[config.mk]
export PLATFORM = sky130hd
export DESIGN_NAME = conv_peak_detect_flat
export DESIGN_NICKNAME = d
export VERILOG_FILES = /design/src/rtl/conv_peak_detect_if.sv /design/src/rtl/conv_peak_detect.sv /design/src/flat_wrapper.sv
export SDC_FILE = /design/constraint.sdc
export NUM_CORES = 1
export LEC_CHECK = 0
export CELL_PAD_IN_SITES_DETAIL_PLACEMENT = 0
export CELL_PAD_IN_SITES_GLOBAL_PLACEMENT = 2
export CORE_ASPECT_RATIO = 0.9
export CORE_MARGIN = 1
export CORE_UTILIZATION = 30
export CTS_BUF_LIST = sky130_fd_sc_hd__clkbuf_16
export DETAILED_ROUTE_END_ITERATION = 8
export MAX_ROUTING_LAYER = met4
export PLACE_DENSITY = 0.81
export SLEW_MARGIN = 20
export SYNTH_ARGS = -nofsm -noshare
export SYNTH_HDL_FRONTEND = slang
export SYNTH_SLANG_ARGS = --single-unit
[constraint.sdc]
create_clock -name clk -period 2.5 [get_ports clk]
set_input_delay 0.375 -clock clk [delete_from_list [all_inputs] [get_ports clk]]
set_output_delay 0.375 -clock clk [all_outputs]
set_load 0.02 [all_outputs]
[src/rtl/conv_peak_detect_if.sv]
// conv_peak_detect_if: sample stream in, reduced frame result out.
// The master modport is the side that feeds samples and consumes results.
// The slave modport is the peak detector itself.
interface conv_peak_detect_if;
  logic        in_valid;
  logic        in_first;
  logic [15:0] in_data;
  logic        out_valid;
  logic        out_ready;
  logic [15:0] out_peak;
  logic [7:0]  out_index;
  logic [23:0] out_sum;
  logic        frame_err;
  logic        overflow;

  modport master (
    output in_valid, in_first, in_data, out_ready,
    input  out_valid, out_peak, out_index, out_sum, frame_err, overflow
  );

  modport slave (
    input  in_valid, in_first, in_data, out_ready,
    output out_valid, out_peak, out_index, out_sum, frame_err, overflow
  );
endinterface

[src/rtl/conv_peak_detect.sv]
// conv_peak_detect: reduces one frame of 2*LENGTH-1 signed convolution
// results to its peak value, the peak's index and the frame sum, and offers
// the result through a single-entry valid/ready slot.
// Optional feature: define CONV_PEAK_ABS_EN to pick the peak by magnitude
// instead of by signed value (the reported peak keeps its sign).
module conv_peak_detect #(
  parameter int LENGTH = 8
) (
  input logic                 clk,
  input logic                 reset,
  conv_peak_detect_if.slave   bus
);

  localparam logic [7:0] LAST_IDX = 8'(2 * LENGTH - 2);

  typedef enum logic [0:0] {
    IDLE,
    COLLECT
  } state_t;

  state_t             state_q, state_d;
  logic [7:0]         cnt_q, cnt_d;
  logic signed [15:0] accPeak_q, accPeak_d;
  logic [7:0]         accIdx_q, accIdx_d;
  logic signed [23:0] accSum_q, accSum_d;

  logic               outValid_q, outValid_d;
  logic signed [15:0] outPeak_q, outPeak_d;
  logic [7:0]         outIndex_q, outIndex_d;
  logic signed [23:0] outSum_q, outSum_d;
  logic               frameErr_q, frameErr_d;
  logic               overflow_q, overflow_d;

  logic               frameDone;
  logic signed [23:0] sampleSext;

`ifdef CONV_PEAK_ABS_EN
  // 17 bits so that |-32768| is representable and ranks above everything
  function automatic logic [16:0] magnitude(input logic signed [15:0] v);
    logic [16:0] ext;
    ext = {v[15], v};
    return v[15] ? (~ext + 17'd1) : ext;
  endfunction

  function automatic logic beats(input logic signed [15:0] a,
                                 input logic signed [15:0] b);
    return magnitude(a) > magnitude(b);
  endfunction
`else
  function automatic logic beats(input logic signed [15:0] a,
                                 input logic signed [15:0] b);
    return a > b;
  endfunction
`endif

  assign sampleSext = {{8{bus.in_data[15]}}, bus.in_data};

  // Next-state logic: frame accumulation, framing errors and output slot
  always_comb begin
    state_d    = state_q;
    cnt_d      = cnt_q;
    accPeak_d  = accPeak_q;
    accIdx_d   = accIdx_q;
    accSum_d   = accSum_q;
    outValid_d = outValid_q;
    outPeak_d  = outPeak_q;
    outIndex_d = outIndex_q;
    outSum_d   = outSum_q;
    frameErr_d = 1'b0;
    overflow_d = overflow_q;
    frameDone  = 1'b0;

    case (state_q)
      IDLE: begin
        if (bus.in_valid) begin
          if (bus.in_first) begin
            accPeak_d = bus.in_data;
            accIdx_d  = 8'd0;
            accSum_d  = sampleSext;
            cnt_d     = 8'd1;
            state_d   = COLLECT;
          end else begin
            frameErr_d = 1'b1;
          end
        end
      end

      COLLECT: begin
        if (bus.in_valid) begin
          if (bus.in_first) begin
            frameErr_d = 1'b1;
            accPeak_d  = bus.in_data;
            accIdx_d   = 8'd0;
            accSum_d   = sampleSext;
            cnt_d      = 8'd1;
          end else begin
            accSum_d = accSum_q + sampleSext;
            if (beats(bus.in_data, accPeak_q)) begin
              accPeak_d = bus.in_data;
              accIdx_d  = cnt_q;
            end
            if (cnt_q == LAST_IDX) begin
              frameDone = 1'b1;
              cnt_d     = 8'd0;
              state_d   = IDLE;
            end else begin
              cnt_d = cnt_q + 8'd1;
            end
          end
        end
      end

      default: begin
        state_d = IDLE;
      end
    endcase

    // A finished frame may only replace a result that is absent or leaving now
    if (frameDone) begin
      if (!outValid_q || bus.out_ready) begin
        outValid_d = 1'b1;
        outPeak_d  = accPeak_d;
        outIndex_d = accIdx_d;
        outSum_d   = accSum_d;
      end else begin
        overflow_d = 1'b1;
      end
    end else if (outValid_q && bus.out_ready) begin
      outValid_d = 1'b0;
    end
  end

  // State and result registers with synchronous reset
  always_ff @(posedge clk) begin
    if (reset) begin
      state_q    <= IDLE;
      cnt_q      <= 8'd0;
      accPeak_q  <= 16'sd0;
      accIdx_q   <= 8'd0;
      accSum_q   <= 24'sd0;
      outValid_q <= 1'b0;
      outPeak_q  <= 16'sd0;
      outIndex_q <= 8'd0;
      outSum_q   <= 24'sd0;
      frameErr_q <= 1'b0;
      overflow_q <= 1'b0;
    end else begin
      state_q    <= state_d;
      cnt_q      <= cnt_d;
      accPeak_q  <= accPeak_d;
      accIdx_q   <= accIdx_d;
      accSum_q   <= accSum_d;
      outValid_q <= outValid_d;
      outPeak_q  <= outPeak_d;
      outIndex_q <= outIndex_d;
      outSum_q   <= outSum_d;
      frameErr_q <= frameErr_d;
      overflow_q <= overflow_d;
    end
  end

  assign bus.out_valid = outValid_q;
  assign bus.out_peak  = outPeak_q;
  assign bus.out_index = outIndex_q;
  assign bus.out_sum   = outSum_q;
  assign bus.frame_err = frameErr_q;
  assign bus.overflow  = overflow_q;

endmodule

[src/flat_wrapper.sv]
// flat-port wrapper written by rule: the top's interface ports become plain ports
module conv_peak_detect_flat 
#(
  parameter int LENGTH = 8
)
  (clk, reset, bus_in_valid, bus_in_first, bus_in_data, bus_out_ready, bus_out_valid, bus_out_peak, bus_out_index, bus_out_sum, bus_frame_err, bus_overflow);
  conv_peak_detect_if bus_i ();
  input logic clk;
  input logic reset;
  input wire logic [$bits(bus_i.in_valid)-1:0] bus_in_valid;
  input wire logic [$bits(bus_i.in_first)-1:0] bus_in_first;
  input wire logic [$bits(bus_i.in_data)-1:0] bus_in_data;
  input wire logic [$bits(bus_i.out_ready)-1:0] bus_out_ready;
  output wire logic [$bits(bus_i.out_valid)-1:0] bus_out_valid;
  output wire logic [$bits(bus_i.out_peak)-1:0] bus_out_peak;
  output wire logic [$bits(bus_i.out_index)-1:0] bus_out_index;
  output wire logic [$bits(bus_i.out_sum)-1:0] bus_out_sum;
  output wire logic [$bits(bus_i.frame_err)-1:0] bus_frame_err;
  output wire logic [$bits(bus_i.overflow)-1:0] bus_overflow;
  assign bus_i.in_valid = bus_in_valid;
  assign bus_i.in_first = bus_in_first;
  assign bus_i.in_data = bus_in_data;
  assign bus_i.out_ready = bus_out_ready;
  assign bus_out_valid = bus_i.out_valid;
  assign bus_out_peak = bus_i.out_peak;
  assign bus_out_index = bus_i.out_index;
  assign bus_out_sum = bus_i.out_sum;
  assign bus_frame_err = bus_i.frame_err;
  assign bus_overflow = bus_i.overflow;
  conv_peak_detect #(.LENGTH(LENGTH)) u_core (.clk(clk), .reset(reset), .bus(bus_i));
endmodule
After elaboration in Yosys (flattened, before gate mapping) --
Index checks and enable logic that the tools add are counted.
Word-level totals: output and inout port bits 51, word-level logic and storage cells 68, input bits 21, register bits after elaboration 108
Cells by class: $lt $le $gt $ge 1, equality and inequality tests 5, mux-type cells 39, bitwise logic cells 2, add/sub/neg operators 2, reductions and logical operators 8
Operators with widths (count):
- two-way mux 24 bit | 4
- two-way mux 16 bit | 5
- two-way mux 8 bit | 10
- one-hot mux 24 bit (2 select lines) | 1
- one-hot mux 16 bit (2 select lines) | 1
- one-hot mux 8 bit (2 select lines) | 2
- adder 24 x 16 -> 24 bit | 1
- > comparator 16 bit | 1
- two-way mux 1 bit | 14
- adder 8 x 1 -> 8 bit (second input constant) | 1
- equality test 8 x 4 -> 1 bit (second input constant) | 1
- inequality test 2 bit (second input constant) | 4
- AND reduction 2 bit | 3
- one-hot mux 1 bit (2 select lines) | 2
- AND reduction 3 bit | 1
- inverter 1 bit | 2
- nonzero test 2 bit | 1
- logical AND 1 bit | 1
- logical NOT 1 bit | 1
- logical OR 1 bit | 1

Depth between registers and ports, before layout --
depth in word-level cells 7, depth in mapped cells 11, mapped depth without buffers 10

Worst setup path before layout --
OpenSTA, ideal clock, no wires.
path type input to register, from input port bus_in_data[15], to register u_core.outPeak_q[10], in the netlist u_core.bus.out_peak[10], stages 10, required time 2.358 ns, setup slack -0.037 ns, buffers on the path 2, library setup time 0.142 ns, arrival 2.395 ns, cells stage by stage ha_1 -> nand4_1 -> or4_1 -> and2_0 -> and4_4 -> or2_1 -> buf_2 -> buf_4 -> o21ai_1 -> a311oi_1
On the way: cells in the longest elaborated chain, start to end 5
Ends and longest elaborated chain:
- from (decl) | RTL line flat_wrapper.sv:12 | input wire logic [$bits(bus_i.in_data)-1:0] bus_in_data;
- > comparator 16 bit | RTL line conv_peak_detect.sv:52 | return a > b;
- two-way mux 16 bit | RTL line conv_peak_detect.sv:98 | if (beats(bus.in_data, accPeak_q)) begin
- two-way mux 16 bit | RTL line conv_peak_detect.sv:90 | if (bus.in_first) begin
- two-way mux 16 bit | RTL line conv_peak_detect.sv:89 | if (bus.in_valid) begin
- one-hot mux 16 bit (2 select lines) | RTL line conv_peak_detect.sv:73 | case (state_q)
- to (signal assigned) | RTL line conv_peak_detect.sv:154 | outPeak_q <= outPeak_d;
- to (decl) | RTL line conv_peak_detect.sv:28 | logic signed [15:0] outPeak_q, outPeak_d;
Every way passes these cells. A chain may end at the register's enable or synchronous reset.

Worst setup path in the final report --
from input port bus_in_data[15], to register u_core.outPeak_q[3], in the netlist u_core.bus.out_peak[3]
Same word-level chain as after synthesis.

==> flow_metrics.env <==
export IMPL_status="finished with violations"
export IMPL_failed_checks="setup timing"
export IMPL_track_usage_pct=21.8
export IMPL_grt_pass1_wl_mm=33.0
export IMPL_swShare_pct=30.9
export IMPL_dp_cells=1133
export IMPL_cts_buffers=9
export IMPL_min_period_ns=2.60
export IMPL_internal_power_mw=3.13
export IMPL_ys_types=65
export IMPL_finalClockSkew_ns=0.00857
export IMPL_syn_nets=788
export IMPL_die_area_um2=20200
export IMPL_cp_start_kind="input pin"
export IMPL_yosys_most_used_dff="dfxtp_1"
export IMPL_reg2regPathDepth=11
export IMPL_clock_latency_ns=0.36
export IMPL_grt_met2_usage_pct=34.7
export IMPL_port_buffers=71
export IMPL_final_common_cell="buf_4"
export IMPL_r2r_end="u_core.bus.out_peak[3]$_SDFFE_PP0P_"
export IMPL_root_buffer="clkbuf_16"
export IMPL_coreArea_um2=19200
export IMPL_cts_tree="built"
export IMPL_fin_ws_ns=-0.0979
export IMPL_grt_max_degree=53
export IMPL_seqPwrFrac_pct=40.0
export IMPL_ant_nets=0
export IMPL_yosysWarnings=0
export IMPL_rr_startpoint="u_core.accPeak_q[9]$_SDFF_PP0_"
export IMPL_tns_ns=-0.856
export IMPL_route_detailed_wl_per_inst_um=18.7
export IMPL_stdcell_count=1167
export IMPL_htreeDepth=3
export IMPL_crit_required_ns=2.76
export IMPL_p_switching_mw=1.40
export IMPL_power_density_nw_per_um2=497
export IMPL_io_pins=72
export IMPL_hp_class="in2reg"
export IMPL_initial_core_util_pct=30.7
export IMPL_dr_pass1_iters=5
export IMPL_tightest_slew_ns=0.762
export IMPL_routed_wl_mm=21.8
export IMPL_synth_edf_count=0
export IMPL_grtUsageMet1_pct=29.0
export IMPL_synthesis_area_um2=5900
export IMPL_fp_dieW_um=150
export IMPL_r2r_setup_slack_ns=-0.08
export IMPL_crit_path_end="u_core.bus.out_peak[3]$_SDFFE_PP0P_"
export IMPL_cap_violations=0
export IMPL_synth_avg_cell_area_um2=8.14
export IMPL_clk_pin_slew_ns=0.08
export IMPL_period_share_pct=104
export IMPL_final_cell_mix="buf_4, dfxtp_1, a21oi_1"
export IMPL_cts_max_path_buffers=2
export IMPL_postSynth_asyncResetShare_pct=0
export IMPL_cts_sinks=108
export IMPL_syn_to_final_growth_pct=54.8
export IMPL_cp_max_fo=9
export IMPL_setup_violations=27
export IMPL_combPwrFrac_pct=26.2
export IMPL_antenna_found_initial=0
export IMPL_drc=0
export IMPL_critical_path_endpoint_type="flop"
export IMPL_p_clk_share_pct=33.8
export IMPL_p_leak_nw=3.44
export IMPL_synth_seq_cells=108
export IMPL_drv_slew=0
export IMPL_met3_usage_pct=2.77
export IMPL_path_class="in2reg"
export IMPL_routabilityCongestion=0.891
export IMPL_vias=6372
export IMPL_slew_headroom_pct=49.0
export IMPL_diodes=0
export IMPL_syn_inst=725
export IMPL_grt_setup_unrepaired="yes"
export IMPL_grt_pass1_vias=6104
export IMPL_grt_remaining_overflow=0
export IMPL_drt_iter0_markers=309
export IMPL_synth_seq_area_share_pct=36.6
export IMPL_drive_gt1_share_pct=33.5
export IMPL_grt_busiest_layer="met2"
export IMPL_dp_hpwl_mm=15.7
export IMPL_layout_nets=975
export IMPL_rows=48
export IMPL_die_h_um=135
export IMPL_cp_startpoint="bus_in_data[15]"
export IMPL_ir_worst_vdd_mv=0.367
export IMPL_worst_endpoint_arrival_ns=2.86
export IMPL_fmax_mhz=385
export IMPL_via_per_inst=5.46
export IMPL_hold_violations=0
[worst min-delay path by stage]
stage	cells past startpoint	to	start	slack, ns
2_1_floorplan	2	u_core.accIdx_q[7]$_SDFF_PP0_	u_core.accIdx_q[7]$_SDFF_PP0_	0.44
3_3_place_gp	2	u_core.bus.out_index[6]$_SDFFE_PP0P_	u_core.bus.out_index[6]$_SDFFE_PP0P_	0.44
3_5_place_dp	2	u_core.bus.out_index[7]$_SDFFE_PP0P_	u_core.bus.out_index[7]$_SDFFE_PP0P_	0.45
4_1_cts	2	u_core.bus.out_sum[0]$_SDFFE_PP0P_	reset	0.39
5_1_grt	3	u_core.accPeak_q[9]$_SDFF_PP0_	bus_in_data[9]	0.37
6_report	3	u_core.accPeak_q[9]$_SDFF_PP0_	bus_in_data[9]	0.37
[synth_stat cells, types with 3 or more instances]
| master | count | share of area, % |
|---|---|---|
| a21oi_1 | 80 | 6.8 |
| a22oi_1 | 3 | 0.38 |
| o21ai_0 | 30 | 2.5 |
| and2_1 | 8 | 0.85 |
| clkbuf_1 | 37 | 2.4 |
| nor3b_1 | 5 | 0.64 |
| o221ai_1 | 5 | 0.74 |
| nand4_1 | 14 | 1.5 |
| a211oi_1 | 17 | 2.2 |
| a31oi_1 | 4 | 0.42 |
| dfxtp_1 | 108 | 37 |
| nor2_1 | 73 | 4.6 |
| xor2_1 | 9 | 1.3 |
| nand3_1 | 48 | 4.1 |
| or4_1 | 5 | 0.64 |
| a41oi_1 | 3 | 0.45 |
| a22o_1 | 4 | 0.59 |
| a21o_1 | 14 | 1.8 |
| buf_1 | 4 | 0.25 |
| nor3_1 | 10 | 0.85 |
| buf_4 | 3 | 0.38 |
| o21a_1 | 5 | 0.64 |
| o21ai_1 | 11 | 0.93 |
| o31ai_1 | 5 | 0.64 |
| ha_1 | 41 | 8.7 |
| o22ai_1 | 6 | 0.64 |
| o2111ai_1 | 3 | 0.45 |
| and3_1 | 8 | 0.85 |
| xnor2_1 | 5 | 0.74 |
| a31o_2 | 3 | 0.45 |
| a221oi_1 | 5 | 0.74 |
| o211ai_1 | 9 | 1.1 |
| nand2_1 | 46 | 2.9 |
| a311oi_1 | 23 | 3.4 |
| inv_1 | 27 | 1.7 |
| nand2b_1 | 3 | 0.32 |
| or3_1 | 4 | 0.42 |
| nor2b_1 | 7 | 0.74 |
[registers in the layout, indices dropped and copies added (netlist names)]
register and cells:
u_core.accSum_q 24, u_core.bus.out_sum 24, u_core.accPeak_q 16, u_core.bus.out_peak 16
u_core.accIdx_q 8, u_core.bus.out_index 8, u_core.cnt_q 8, u_core.bus.frame_err 1
u_core.bus.out_valid 1, u_core.bus.overflow 1, u_core.state_q 1
[per-layer routing]
layer	routed length (um)	share of wire, %
met5	0	0
met4	328	1.5
met3	820	3.8
met2	10300	47
met1	10400	48
[what timing repair did]
item,in CTS,in global routing
pin swaps,38,47
buffers inserted,15,4
setup endpoints to repair,78,73
hold buffers,0,0
resized for setup,112,112
[through the flow]
step                area (um^2)  hold slack (ns)  power, mW  utilization, %  worst slack, ns
floorplan                  5920            0.444       2.33               -        -0.000456
global placement           7780            0.443       2.75            40.5           -0.688
detailed placement         7780            0.447       2.76            40.5           -0.743
CTS                        8560            0.394       4.42            44.6          -0.0263
global route               9130            0.372       4.73            47.5           -0.198
finish                     9130            0.368       4.53            47.5          -0.0979
[cells by family after synthesis]
kind of cell / synth area share (%)
AOI/OAI and AO/OA: 27.3
and+or+nand+nor: 19.9
DFF: 36.6
buffers and inverters: 4.86
adders and majority gates: 9.03
xor gates and xnor gates: 2.08
muxes: 0.191
[cell type report]
class	count	area (um^2)
well taps	250	313
multi-input cells	544	4260
inverters	28	105
fillers	1843	10100
repair buffers	221	1940
clock buffers	9	225
flip-flops and latches	108	2190
clock inverters	7	95.1
[worst max-delay path, stage by stage]
cell           delay [ns]
dlygate4sd2_1        0.25
buf_6                0.14
ha_4                 0.28
nand3_2              0.06
or4_1                0.53
a21o_1               0.21
buf_6                0.13
a21oi_4              0.15
or2_4                0.18
buf_12               0.16
o21ai_4              0.07
a311oi_2             0.32
[power groups by stage]
stage	sequential, mW	combinational, mW	clock, mW
5_1_grt	1.82	1.28	1.64
3_5_place_dp	1.84	0.915	0
3_3_place_gp	1.84	0.907	0
6_report	1.81	1.19	1.53
2_1_floorplan	1.83	0.503	0
4_1_cts	1.81	1.03	1.58
(Power assumes the default switching activity.)
==> variant 1: new RTL, same flow settings <==
Add a define of `CONV_PEAK_ABS_EN`.
--- a/src/rtl/conv_peak_detect.sv
+++ b/src/rtl/conv_peak_detect.sv
@@ -3,6 +3,8 @@
 // the result through a single-entry valid/ready slot.
 // Optional feature: define CONV_PEAK_ABS_EN to pick the peak by magnitude
 // instead of by signed value (the reported peak keeps its sign).
+`define CONV_PEAK_ABS_EN
+
 module conv_peak_detect #(
   parameter int LENGTH = 8
 ) (
Check against the original RTL: same outputs for any inputs over 10 cycles, from zero or initial values and one cycle with reset high; that may be too few to reach the edited logic, so the function may still have changed.
==> variant 1 against the unedited design <==
- the flow still finishes with violations (negative setup slack)
- sequential cell count stayed put
- setup slack worse by 0.85 ns
- final area increased by 9.5%
- non-clock buffer count up 27
- via count increased by 3.0%
- global-route usage shrank 0.62 points
- total power grew 6.6%
- combinational power increased by 27%
- synthesized area increased by 8.3%
- die area up 8.2%
- routed wire length is 2.5% higher
- cell count up 9.5%
==> variant 1: results (changes against the unedited design) <==
[outcome]
outcome=finished with violations
violations=negative setup slack

[global_route]
use_met2=0.321  ; -0.0255
antenna_found_initial=0  ; unchanged
use_met1=0.296  ; +0.00584
grt_max_degree=56  ; +5.7%
grtUsageTotal=0.212  ; -0.00620
grt_pass1_wl_um=34800  ; +5.5%
grt_pass1_vias=6286  ; +3.0%
use_met3=0.0322  ; +0.00448

[critical_path]
critPathTopFamily=simple AND/OR/NAND/NOR gates
r2r_cells=16  ; +5
critPathCapture=u_core.bus.out_peak[11]
worstSetupPathType=flop to flop
crit_fanout=8  ; -1
worst_path_largest_cell_delay_ns=0.53  ; about the same
critPathSlowestCell=or4_4
worstPathArrival_ns=3.73  ; +0.87 ns
r2r_start=u_core.accPeak_q[4]

[yosys]
ys_seq_area_frac=0.338  ; -0.0281
synth_nets=837  ; +6.2%
yosys_warnings=0  ; unchanged
yosysUniqueCellTypes=68  ; +4.6%
yosys-top-cells-count=108 x dfxtp_1, 106 x nor2_1, 63 x nand2_1, 61 x a21oi_1, 44 x ha_1
synthArstFlopShare=0  ; unchanged
ys_top_cells_by_area=dfxtp_1 34%, ha_1 8.6%, nor2_1 6.2%
avgSynthCellArea_sq_um=8.29  ; +1.8%

[clock_tree]
h-tree-depth=3  ; unchanged
cts_buffers=9  ; unchanged
clk_path_buf_depth=2  ; unchanged
cts-root-buf=clkbuf_16
path_clk_slew_ns=0.08  ; about the same
worstSkewPairLatency_ns=0.37

[power_and_ir_drop]
vdd_drop_max_mv=0.353  ; -3.6%
internal_power_mw=3.29  ; +5.0%
power_leakage_nw=3.94  ; +14%

[min_path]
hold_class=input port to flop

[drt]
drt-total-wl_um=22300  ; +2.5%
dr.pass1.iters=5  ; unchanged
drt_iter0_drc=281  ; -9.1%
wire_per_inst_um=17.5  ; -6.4%
via_per_inst=5.14  ; -5.9%

[sta]
max_slew_margin=0.588  ; +0.0981
setup_slack_ns=-0.951  ; -0.853 ns
finClkSkew_ns=0.00828  ; -0.000287 ns
finalSetupViolCount=51  ; +89%

[finish]
fin_nets=1053  ; +8.0%
drive_gt1_frac=0.335  ; about the same
fill_cells=2023  ; +9.8%
num_antenna_cells=0  ; unchanged

[place]
place_area_sq_mm=0.00845  ; +8.5%
place.detailed.hpwl_um=15700  ; about the same
numPlacedInstances=1233  ; +8.8%
place_congestion=0.853  ; -4.4%
portBuffers=71  ; unchanged

variant 1: cell count changes in the layout (fill, tap and decap cells not counted), moves of 12 or more:
cell / change
dfxtp_1: +12
a21oi_1: -25
buf_4: +22
nand3_1: -20
xnor2_1: +19
nand3_2: -17
a311oi_1: -12
nor2_1: +32
variant 1: worst min-delay path by stage:
stage                                        end  cells past startpoint  slack [ns]                    from
after global routing             u_core.cnt_q[5]                      2        0.46                   reset
after CTS                    u_core.accPeak_q[2]                      4        0.45          bus_in_data[2]
after global placement    u_core.bus.out_sum[23]                      2        0.45  u_core.bus.out_sum[23]
after detailed placement  u_core.bus.out_sum[15]                      2        0.44  u_core.bus.out_sum[15]
final                         u_core.accIdx_q[3]                      2        0.45                   reset
after floorplan               u_core.accIdx_q[2]                      2        0.45      u_core.accIdx_q[2]
variant 1: timing repair:
item / CTS / global route
hold buffers: 0 / 0
cloned: 1 / 0
pin swaps: 48 / 65
endpoints found under the setup margin: 82 / 79
gates resized for setup: 146 / 78
setup buffers: 29 / 4
variant 1: kinds of logic after synthesis:
group / share of synthesized area
flip-flops: 0.338
adder cells (fa/ha/maj): 0.0893
AO/OA/AOI/OAI: 0.233
XOR/XNOR: 0.0656
multiplexers: 0.0345
AND/OR/NAND/NOR: 0.199
other: 0.00118
buffers and inverters: 0.0386
variant 1: routing by layer:
metal | wire length [um] | vias to the layer above
met5 | 0 | -
met4 | 195 | 0
met3 | 818 | 16
met2 | 10100 | 121
met1 | 11200 | 3188
li1 | - | 3238
variant 1: cell type report:
cell class,count,area share
Timing Repair Buffer,248,0.217
Tap cell,286,0.0358
Sequential cell,108,0.217
Multi-Input combinational cell,606,0.495
Clock inverter,7,0.00763
Inverter,14,0.00526
Clock buffer,9,0.0225
variant 1: metrics by stage:
step | setup slack, ns | TNS (ns) | utilization | hold WS (ns) | total power, mW
finish | -0.951 | -42.17 | 0.480 | 0.447 | 4.83
global route | -1.12 | -52.46 | 0.480 | 0.463 | 5.07
CTS | -0.906 | -41.34 | 0.460 | 0.448 | 4.73
detailed placement | -1.52 | -93.96 | 0.405 | 0.444 | 3.01
global placement | -1.45 | -90.57 | 0.405 | 0.448 | 3.00
floorplan | -0.756 | -33.34 | - | 0.447 | 2.50
variant 1: power groups by stage:
| stage | Clock (mW) | Sequential (mW) | Combinational, mW |
|---|---|---|---|
| 3_3_place_gp | 0 | 1.84 | 1.16 |
| 3_5_place_dp | 0 | 1.84 | 1.16 |
| 5_1_grt | 1.61 | 1.82 | 1.64 |
| 4_1_cts | 1.54 | 1.81 | 1.38 |
| 6_report | 1.50 | 1.82 | 1.51 |
| 2_1_floorplan | 0 | 1.84 | 0.663 |
==> variant 2: new RTL, same flow settings <==
Made on the original files. Reset style: asynchronous (`reset`), changed in one clocked block. Comments in the files are not updated.
--- a/src/rtl/conv_peak_detect.sv
+++ b/src/rtl/conv_peak_detect.sv
@@ -131,7 +131,7 @@
   end
 
   // State and result registers with synchronous reset
-  always_ff @(posedge clk) begin
+  always_ff @(posedge clk or posedge reset) begin
     if (reset) begin
       state_q    <= IDLE;
       cnt_q      <= 8'd0;
Behaviour: differs if reset is asserted again (counterexample within 4 cycles, from zero or initial values and one cycle with reset high); with reset held inactive, the same outputs for 10 cycles.
==> variant 2 against the unedited design <==
- the flow still finishes with violations (negative setup slack)
- count of clock-buffer cells in the layout unchanged
- synthesized area up 2.4%
- routed wire length down 18%
- worst hold slack better by 0.098 ns
- final area down 4.9%
- sequential cell count unchanged
- setup slack worse by 0.074 ns
- via count down 21%
- cell count down 14%
- critical endpoint is now u_core.bus.out_peak[13]
Power is not compared: it rests on default switching activity, and its combinational part moved more than twofold at a synthesized area within 25%.
==> variant 2: results (changes against the unedited design) <==
[drt]
via_per_inst=5.05  ; -7.5%
dr.pass1.iters=4  ; -1
met2_wirelength_um=8430  ; -18%
drt-total-wl_um=18000  ; -18%
drt-met1-wl_um=8650  ; -16%

[global_route]
use_met1=0.251  ; -0.0385
grtUsageTotal=0.190  ; -0.0282
use_met3=0.0370  ; +0.00930
grt_pass1_wl_um=28800  ; -13%
grt_pass1_vias=5305  ; -13%

[yosys]
ys.flop_type=dfrtp_1
synthArstFlopShare=1.00  ; +1.00
yosys-top-cells-count=108 x dfrtp_1, 65 x nand2_1, 41 x ha_1, 39 x mux2_2, 32 x a21oi_1
synth-adder-area-share=0.0883  ; -0.00210
synth_nets=636  ; -19%
yosysUniqueCellTypes=69  ; +6.2%
synth_compound_area_frac=0.180  ; -0.0931
synthXorXnorAreaFrac=0.0247  ; +0.00387
ys_top_cells_by_area=dfrtp_1 45%, ha_1 8.5%, mux2_2 7.3%

[finish]
fin_nets=810  ; -17%

[place]
place_congestion=0.889  ; -0.33%
pre_cts_ws_ns=-0.956  ; -0.213 ns

[critical_path]
r2r_cells=10  ; -1
worstPathArrival_ns=2.92  ; +0.06 ns
crit_fanout=6  ; -3

[sta]
worst_pin_slew_ns=0.707  ; -0.0548 ns
finalSetupViolCount=26  ; -3.7%
setup_slack_ns=-0.171  ; -0.0735 ns

[outcome]
violations=negative setup slack
outcome=finished with violations

[floorplanning]
start_util=0.310  ; +0.00341

-- variant 2: timing repair --
item                                    4_1_cts  5_1_grt
endpoints found under the hold margin         0        0
resized for setup                            84       43
cloned                                        1        0
pin swaps                                    31       27
endpoints found under the setup margin       76       64
setup buffers                                10        5
-- variant 2: cell type report --
class	count	area (sq um)
clock buffer	9	225
inverter	29	113
multi-input combinational	415	3620
timing repair buffer	184	1660
tap	250	313
fill	1872	10800
clock inverter	7	48.8
sequential	108	2700
-- variant 2: power by group --
group	switching, mW	internal (mW)
logic	1.25	1.29
registers	0.136	1.92
clock network	0.714	0.683
-- variant 2: critical path, cell delays in order, from the launching register on --
cell,delay [ns]
dfrtp_1,0.40
inv_2,0.07
ha_4,0.21
a21oi_2,0.16
nor4_1,0.06
nor4b_1,0.30
nand4_1,0.22
a31oi_4,0.34
buf_6,0.19
mux2_4,0.32
mux2_4,0.27
-- variant 2: worst paths after layout --
| kind | from | to | slack, ns |
|---|---|---|---|
| setup / recovery | u_core.accPeak_q[9] | u_core.bus.out_peak[13] | -0.17 |
| hold / removal | reset | u_core.bus.overflow | 0.47 |
| setup reg to reg | u_core.accPeak_q[9] | u_core.bus.out_peak[13] | -0.17 |
| hold reg to reg | u_core.bus.out_sum[10] | u_core.bus.out_sum[10] | 0.47 |
| max in group asynchronous | reset | u_core.bus.out_peak[4] | 1.35 |
| min in group clk | u_core.bus.out_sum[10] | u_core.bus.out_sum[10] | 0.47 |
-- variant 2: stage by stage --
stage	cells	hold WS [ns]	power (mW)	TNS, ns	area (sq um)
final	1002	0.466	5.99	-3.10	8680
after global routing	1002	0.508	6.34	-6.45	8680
after CTS	999	0.477	5.82	-2.04	8470
after detailed placement	972	0.459	4.18	-53.59	7790
after global placement	972	0.462	4.13	-50.91	7790
after floorplan	573	0.450	3.34	0	6060
